===== src/rtl/sha256_nonce_sched.sv =====
// Nonce-search job controller: walks a nonce range through a single-block SHA-256 core and
// reports the first digest below target. Define SHA_SCHED_TIMEOUT_EN for the core_done watchdog.
module sha256_nonce_sched #(
`ifdef SHA_SCHED_TIMEOUT_EN
   parameter int unsigned TIMEOUT_CYC = 255,
`endif
   parameter int unsigned NONCE_LSB   = 0
) (
   input  logic         clk,
   input  logic         reset,
   input  logic         job_valid,
   output logic         job_ready,
   input  logic [511:0] job_msg,
   input  logic [31:0]  job_nonce_start,
   input  logic [31:0]  job_nonce_end,
   input  logic [255:0] job_target,
   input  logic         abort,
   output logic         core_start,
   output logic [511:0] core_data_in,
   input  logic [255:0] core_data_out,
   input  logic         core_done,
   output logic         res_valid,
   input  logic         res_ready,
   output logic         res_found,
   output logic [31:0]  res_nonce,
   output logic [255:0] res_digest,
   output logic         busy,
   output logic         timeout_err
);

   typedef enum logic [3:0] {
      StIdle,
      StLoad,
      StStart,
      StClr,
      StRun,
      StSettle,
      StCheck,
      StReport,
      StDrain,
      StDrainWait
   } state_e;

   state_e        state_q;
   logic [511:0]  msg_q;
   logic [255:0]  target_q;
   logic [31:0]   nonce_cur_q;
   logic [31:0]   nonce_end_q;
   logic          abort_pend_q;

   logic [511:0]  msg_nonce;
   logic          hit;
   logic          tmo_fire;

   always_comb begin
      msg_nonce = msg_q;
      msg_nonce[NONCE_LSB +: 32] = nonce_cur_q;
   end

   assign hit = (core_data_out < target_q);

`ifdef SHA_SCHED_TIMEOUT_EN
   localparam int unsigned TmoBits = $clog2(TIMEOUT_CYC + 1);
   localparam int unsigned TmoW    = (TmoBits > 8) ? TmoBits : 8;
   localparam logic [TmoW-1:0] TmoLast = TmoW'(TIMEOUT_CYC - 1);

   logic [TmoW-1:0] tmo_cnt_q;
   logic            tmo_run;

   assign tmo_run = (state_q == StClr) || (state_q == StRun) || (state_q == StDrain);

   // A done seen in RUN/DRAIN wins over a watchdog expiring in the same cycle.
   always_comb begin
      tmo_fire = 1'b0;
      if (tmo_cnt_q == TmoLast) begin
         if (state_q == StClr) begin
            tmo_fire = 1'b1;
         end else if ((state_q == StRun || state_q == StDrain) && !core_done) begin
            tmo_fire = 1'b1;
         end
      end
   end

   always_ff @(posedge clk or posedge reset) begin
      if (reset) begin
         tmo_cnt_q   <= '0;
         timeout_err <= 1'b0;
      end else begin
         if (state_q == StStart) begin
            tmo_cnt_q <= '0;
         end else if (tmo_run) begin
            tmo_cnt_q <= tmo_cnt_q + TmoW'(1);
         end
         if (state_q == StIdle && job_valid && job_ready) begin
            timeout_err <= 1'b0;
         end else if (tmo_fire) begin
            timeout_err <= 1'b1;
         end
      end
   end
`else
   assign tmo_fire    = 1'b0;
   assign timeout_err = 1'b0;
`endif

   always_ff @(posedge clk or posedge reset) begin
      if (reset) begin
         state_q      <= StIdle;
         msg_q        <= '0;
         target_q     <= '0;
         nonce_cur_q  <= '0;
         nonce_end_q  <= '0;
         abort_pend_q <= 1'b0;
         job_ready    <= 1'b0;
         busy         <= 1'b0;
         core_start   <= 1'b0;
         core_data_in <= '0;
         res_valid    <= 1'b0;
         res_found    <= 1'b0;
         res_nonce    <= '0;
         res_digest   <= '0;
      end else begin
         unique case (state_q)
            StIdle: begin
               job_ready <= 1'b1;
               if (job_valid && job_ready) begin
                  msg_q        <= job_msg;
                  target_q     <= job_target;
                  nonce_cur_q  <= job_nonce_start;
                  nonce_end_q  <= job_nonce_end;
                  abort_pend_q <= 1'b0;
                  res_found    <= 1'b0;
                  job_ready    <= 1'b0;
                  busy         <= 1'b1;
                  state_q      <= StLoad;
               end
            end

            StLoad: begin
               if (abort) begin
                  res_valid <= 1'b1;
                  res_found <= 1'b0;
                  res_nonce <= nonce_cur_q;
                  state_q   <= StReport;
               end else begin
                  core_data_in <= msg_nonce;
                  core_start   <= 1'b1;
                  state_q      <= StStart;
               end
            end

            // The start pulse is already out; an abort here must still drain the core.
            StStart: begin
               core_start <= 1'b0;
               if (abort) begin
                  abort_pend_q <= 1'b1;
               end
               state_q <= StClr;
            end

            StClr: begin
               if (tmo_fire) begin
                  res_valid <= 1'b1;
                  res_found <= 1'b0;
                  res_nonce <= nonce_cur_q;
                  state_q   <= StReport;
               end else if (abort || abort_pend_q) begin
                  state_q <= StDrain;
               end else begin
                  state_q <= StRun;
               end
            end

            StRun: begin
               if (tmo_fire) begin
                  res_valid <= 1'b1;
                  res_found <= 1'b0;
                  res_nonce <= nonce_cur_q;
                  state_q   <= StReport;
               end else if (abort) begin
                  state_q <= StDrain;
               end else if (core_done) begin
                  state_q <= StSettle;
               end
            end

            StSettle: begin
               state_q <= abort ? StDrain : StCheck;
            end

            StCheck: begin
               res_digest <= core_data_out;
               if (abort || hit || (nonce_cur_q == nonce_end_q)) begin
                  res_valid <= 1'b1;
                  res_found <= hit && !abort;
                  res_nonce <= nonce_cur_q;
                  state_q   <= StReport;
               end else begin
                  nonce_cur_q <= nonce_cur_q + 32'd1;
                  state_q     <= StLoad;
               end
            end

            StDrain: begin
               if (tmo_fire) begin
                  res_valid <= 1'b1;
                  res_found <= 1'b0;
                  res_nonce <= nonce_cur_q;
                  state_q   <= StReport;
               end else if (core_done) begin
                  state_q <= StDrainWait;
               end
            end

            // Digest of the aborted nonce is valid here, so report it.
            StDrainWait: begin
               res_digest <= core_data_out;
               res_valid  <= 1'b1;
               res_found  <= 1'b0;
               res_nonce  <= nonce_cur_q;
               state_q    <= StReport;
            end

            StReport: begin
               if (res_ready) begin
                  res_valid <= 1'b0;
                  busy      <= 1'b0;
                  job_ready <= 1'b1;
                  state_q   <= StIdle;
               end
            end

            default: begin
               core_start <= 1'b0;
               res_valid  <= 1'b0;
               busy       <= 1'b0;
               job_ready  <= 1'b0;
               state_q    <= StIdle;
            end
         endcase
      end
   end

endmodule


===== config.mk =====
export PLATFORM = sky130hd
export DESIGN_NAME = sha256_nonce_sched
export DESIGN_NICKNAME = d
export VERILOG_FILES = /design/src/rtl/sha256_nonce_sched.sv
export SDC_FILE = /design/constraint.sdc
export NUM_CORES = 2
export LEC_CHECK = 0
export BUFFER_PORTS_ARGS = -buffer_cell sky130_fd_sc_hd__buf_2
export CAP_MARGIN = 20
export CELL_PAD_IN_SITES_DETAIL_PLACEMENT = 0
export CELL_PAD_IN_SITES_GLOBAL_PLACEMENT = 1
export CORE_AREA = 2 2 746 748
export CTS_BUF_LIST = sky130_fd_sc_hd__clkbuf_4
export CTS_CLUSTER_DIAMETER = 40
export DETAILED_ROUTE_END_ITERATION = 12
export DIE_AREA = 0 0 748 750
export PLACE_DENSITY_LB_ADDON = 0.05
export SYNTH_ARGS = -nofsm -noshare
export SYNTH_HDL_FRONTEND = slang
export SYNTH_SLANG_ARGS = --single-unit
export TNS_END_PERCENT = 1

===== constraint.sdc =====
create_clock -name clk -period 55.2 [get_ports clk]
set_clock_uncertainty 0.15 [all_clocks]
set_input_delay 2.76 -clock clk [delete_from_list [all_inputs] [get_ports clk]]
set_output_delay 2.76 -clock clk [all_outputs]
set_load 0.01 [all_outputs]

==> impl_table.tex <==
\begin{tabular}{lr}
\hline
Metric & Value \\
\hline
\multicolumn{2}{l}{\textbf{Run status}} \\
Status & complete, no violations \\
\multicolumn{2}{l}{\textbf{Timing}} \\
Sum Neg Setup Slack & 0 ps \\
Unrepaired setup endpoints after global routing & false \\
Final critical-path required period & 6599 ps \\
Number of hold violations in the final report & 0 \\
Final count of negative-setup-slack endpoints & 0 \\
Share of the cycle needed by the critical path after routing & 11.96\% \\
Number of pins with negative max-slew slack in the final report & 0 \\
Worst slew slack as a fraction of its limit & 19.70\% \\
Worst hold margin & 266.8 ps \\
Top achievable clock speed & 151.5 MHz \\
Measured slew at the worst slew-check pin & 1174 ps \\
\multicolumn{2}{l}{\textbf{Placement}} \\
Buffers on Ports & 1866 \\
Final RePlAce weighted congestion & 0.7886 \\
Cell area after placement & 85000 µm² \\
Total half-perimeter wirelength after legalization and detailed placement & 322600 µm \\
\multicolumn{2}{l}{\textbf{Clock tree}} \\
Buffer depth of the longest clock path & 4 \\
Total number of clock tree sinks & 1610 \\
Number of CTS-inserted buffers & 604 \\
\# hold bufs at CTS & 0 \\
Post-CTS repair timing setup buffer count & 0 \\
Total of cells resized after clock tree synthesis & 0 \\
CTS tree & done \\
Reg clk slew, reported paths & 60 ps \\
Number of levels in the clock H-tree & 6 \\
Worst skew pair latency & 1640 ps \\
Library cell used as clock root buffer & clkbuf\_4 \\
\multicolumn{2}{l}{\textbf{Logic synthesis}} \\
Distinct cell type count of the synthesized netlist & 64 \\
FFs w/ async S/R, synth & 100.0\% \\
Syn. warnings & 0 \\
Post-synthesis net count & 7337 \\
Cell area after synthesis & 66860 µm² \\
Most common flop cell mapped by yosys & dfrtp\_1 \\
Number of synthesized register bits & 1610 \\
Syn\_area\_per\_cell & 11.17 µm² \\
Number of flops mapped to enable cells by yosys & 0 \\
Number of standard cells after synthesis & 5987 \\
Sequential area share after synthesis & 60.26\% \\
\multicolumn{2}{l}{\textbf{Global route}} \\
Vias in the first global route & 59350 \\
Number of antenna violations at the first check in global routing & 539 \\
All-layer global routing usage & 14.19\% \\
Maximum number of pins on one net before global-route repair & 128 \\
Congestion Overflow GR & 0 \\
Global-route wire length before repair & 544200 µm \\
\multicolumn{2}{l}{\textbf{Min path}} \\
Beginning of the worst hold path & msg\_q[144] \\
Min-Delay Path Depth & 1 \\
Min-Delay Path Class & flip-flop to flip-flop \\
Worst Hold End & core\_data\_in[144] \\
\multicolumn{2}{l}{\textbf{Final layout}} \\
Final non-filler cell area & 92910 µm² \\
Area of the multi-input gates & 24480 µm² \\
Sequential standard cell area & 40290 µm² \\
Layout cells sized above 1 & 42.63\% \\
Layout fillers & 62570 \\
Layout Area Growth over Synthesis & 38.96\% \\
Total Nets Final & 9596 \\
\multicolumn{2}{l}{\textbf{Floorplan}} \\
Vertical extent of the die & 750 µm \\
Io pins & 1900 \\
Std-Cell Core Area & 554000 µm² \\
Number of rows created at floorplan & 274 \\
Full die area & 561000 µm² \\
Die span in x & 748 µm \\
Starting Density & 12.07\% \\
\multicolumn{2}{l}{\textbf{Setup path}} \\
Count of cell instances traversed by the critical path & 13 \\
Worst Path Max Fanout & 25 \\
Gate family responsible for the most delay along the worst path & simple AND/OR/NAND/NOR gates \\
Arrival time reported for the critical path endpoint & 7930 ps \\
Type of the setup path with the least slack & input port to flip-flop \\
Slowest Stage Delay on Critical Path & 990 ps \\
Register-to-register path setup slack & 49580 ps \\
Destination of the worst register-to-register timing path & nonce\_cur\_q[15] \\
Buf/Inv on CP & 3 \\
Cells along the critical path & buf\_2 -> ha\_1 -> nand4\_1 -> nor4\_1 -> nand2\_1 -> nor4\_1 -> nand4\_1 -> o21bai\_1 -> buf\_4 -> a31oi\_4 -> buf\_4 -> a31oi\_1 -> a211o\_1 \\
Cell at the slowest stage of the critical path & nor4\_1 \\
Reg2reg start & target\_q[191] \\
Kind of end point of the critical path & flip-flop \\
Worst path required time & 56530 ps \\
Depth of the most critical reg-to-reg path & 13 \\
Startpoint Class & input port \\
\multicolumn{2}{l}{\textbf{Detailed routing}} \\
Vias after detailed routing & 56130 \\
Post-route DRC violation count & 0 \\
Final routed wirelength across all metal layers & 411200 µm \\
Number of optimization iterations in the first detailed-route pass & 5 \\
Via density & 3.490 \\
Number of DRC markers in iteration 0 & 2262 \\
Routed wire length per instance & 25.56 µm \\
Post-route antenna net violation count & 0 \\
\multicolumn{2}{l}{\textbf{Flow run}} \\
Maximum Capacitance Violations & 0 \\
\multicolumn{2}{l}{\textbf{Pwr}} \\
Power per Cell Area & 59.21 nW/µm² \\
Total power of the final layout & 5501 µW \\
Leakage Power & 0.04532 µW \\
Peak supply drop & 0.02135 mV \\
\hline
\end{tabular}
## metrics by stage
stage | util, % | instances | setup slack, ps
floorplan | - | 5987 | 6859
global placement | 15.33 | 14950 | 46750
detailed placement | 15.34 | 14950 | 46680
CTS | 16.72 | 15980 | 48590
global route | 16.74 | 16020 | 48050
finish | 16.77 | 16080 | 48600
## worst max-delay path by stage
stage                                   from                 to
after floorplan                        reset       abort_pend_q
after global placement                 reset  core_data_in[209]
after detailed placement               reset         msg_q[209]
after CTS                              reset         msg_q[178]
after global routing                   reset  core_data_in[204]
final                     core_data_out[191]    nonce_cur_q[15]
## kinds of logic after synthesis
logic type	count (synthesis)	share of synthesized area (%)
flops	1610	60.26
buf+inv	567	3.243
compound gates	566	4.961
xor+xnor	32	0.4192
simple gates	2155	12.85
other cells	1	0.005608
mux	800	13.47
fa+ha+maj	256	4.791
## worst register-to-register path, delay by kind of cell (launching register included)
kind / cells / cell delay [ps]
AO/OA/AOI/OAI: 4 / 1160
adder cells (fa/ha/maj): 1 / 310
buffers and inverters: 3 / 690
flip-flops: 1 / 320
AND/OR/NAND/NOR: 5 / 2870
## state kept, by name, summed over array words and instances (netlist names), 4 cells and up
| register | count |
|---|---|
| msg_q | 480 |
| state_q | 4 |
| core_data_in | 512 |
| res_nonce | 32 |
| res_digest | 256 |
| nonce_cur_q | 32 |
| target_q | 256 |
| nonce_end_q | 32 |
## layout make-up
type	count	share of cell area (%)
multi-input cells	3810	26.34
well taps	7314	9.849
inverters	266	1.083
diodes	103	0.2774
clock buffers	881	7.118
repair buffers	1954	10.88
flip-flops and latches	1610	43.36
clock inverters	146	1.092
## power breakdown
part           internal, µW  total (µW)  leakage, µW  switching (µW)
registers              1730        2030       0.0199             295
clock network           771        1450      0.00449             679
logic                   777        2020       0.0209            1250
## cell usage in the layout (no fill, tap or decap), types with 19 or more instances in the layout
cell type and instances:
o21ai_0 307, mux2_2 787, nand4_1 59, nand2_1 1906, ha_1 256, inv_1 265
a21oi_1 112, nor3_1 20, nand3_1 31, buf_4 80, clkbuf_4 881, a21o_1 24
dfrtp_1 1610, buf_2 1866, a32o_1 19, xnor2_1 32, diode_2 103, clkinv_1 87
nor2_1 48
## cell usage after synthesis (all sizes together), types with 4 or more instances
cell type | number | area share [%]
o21a | 4 | 0.045
inv | 266 | 1.5
ha | 256 | 4.8
and3 | 18 | 0.17
nand2b | 5 | 0.047
nand3 | 32 | 0.24
nor2b | 10 | 0.094
nor3 | 21 | 0.17
a31oi | 8 | 0.075
clkbuf | 281 | 1.6
o21ai | 307 | 2.3
nor2 | 49 | 0.28
o211ai | 4 | 0.045
nand2 | 1906 | 11
nand3b | 6 | 0.067
and4 | 12 | 0.16
a22oi | 5 | 0.056
dfrtp | 1610 | 60
a32o | 19 | 0.28
o31ai | 9 | 0.10
xnor2 | 32 | 0.42
nor4 | 16 | 0.15
and2 | 7 | 0.065
buf | 20 | 0.17
a22o | 8 | 0.10
a211oi | 17 | 0.20
a21oi | 112 | 0.84
nand4 | 59 | 0.55
a2111oi | 4 | 0.052
o22ai | 6 | 0.056
a211o | 5 | 0.065
a21o | 24 | 0.27
mux2 | 800 | 13
a311oi | 5 | 0.065
a221oi | 11 | 0.14
## per-layer routing
metal  share of wire, %  track usage (%)  vias to the layer above
li1                   -                -                    24880
met1                 37            15.11                    26970
met2                 47            23.85                     2647
met3                 12            7.993                     1456
met4                4.0            4.235                      186
met5               0.29                0                        -
Power figures use the tool's default switching activity.
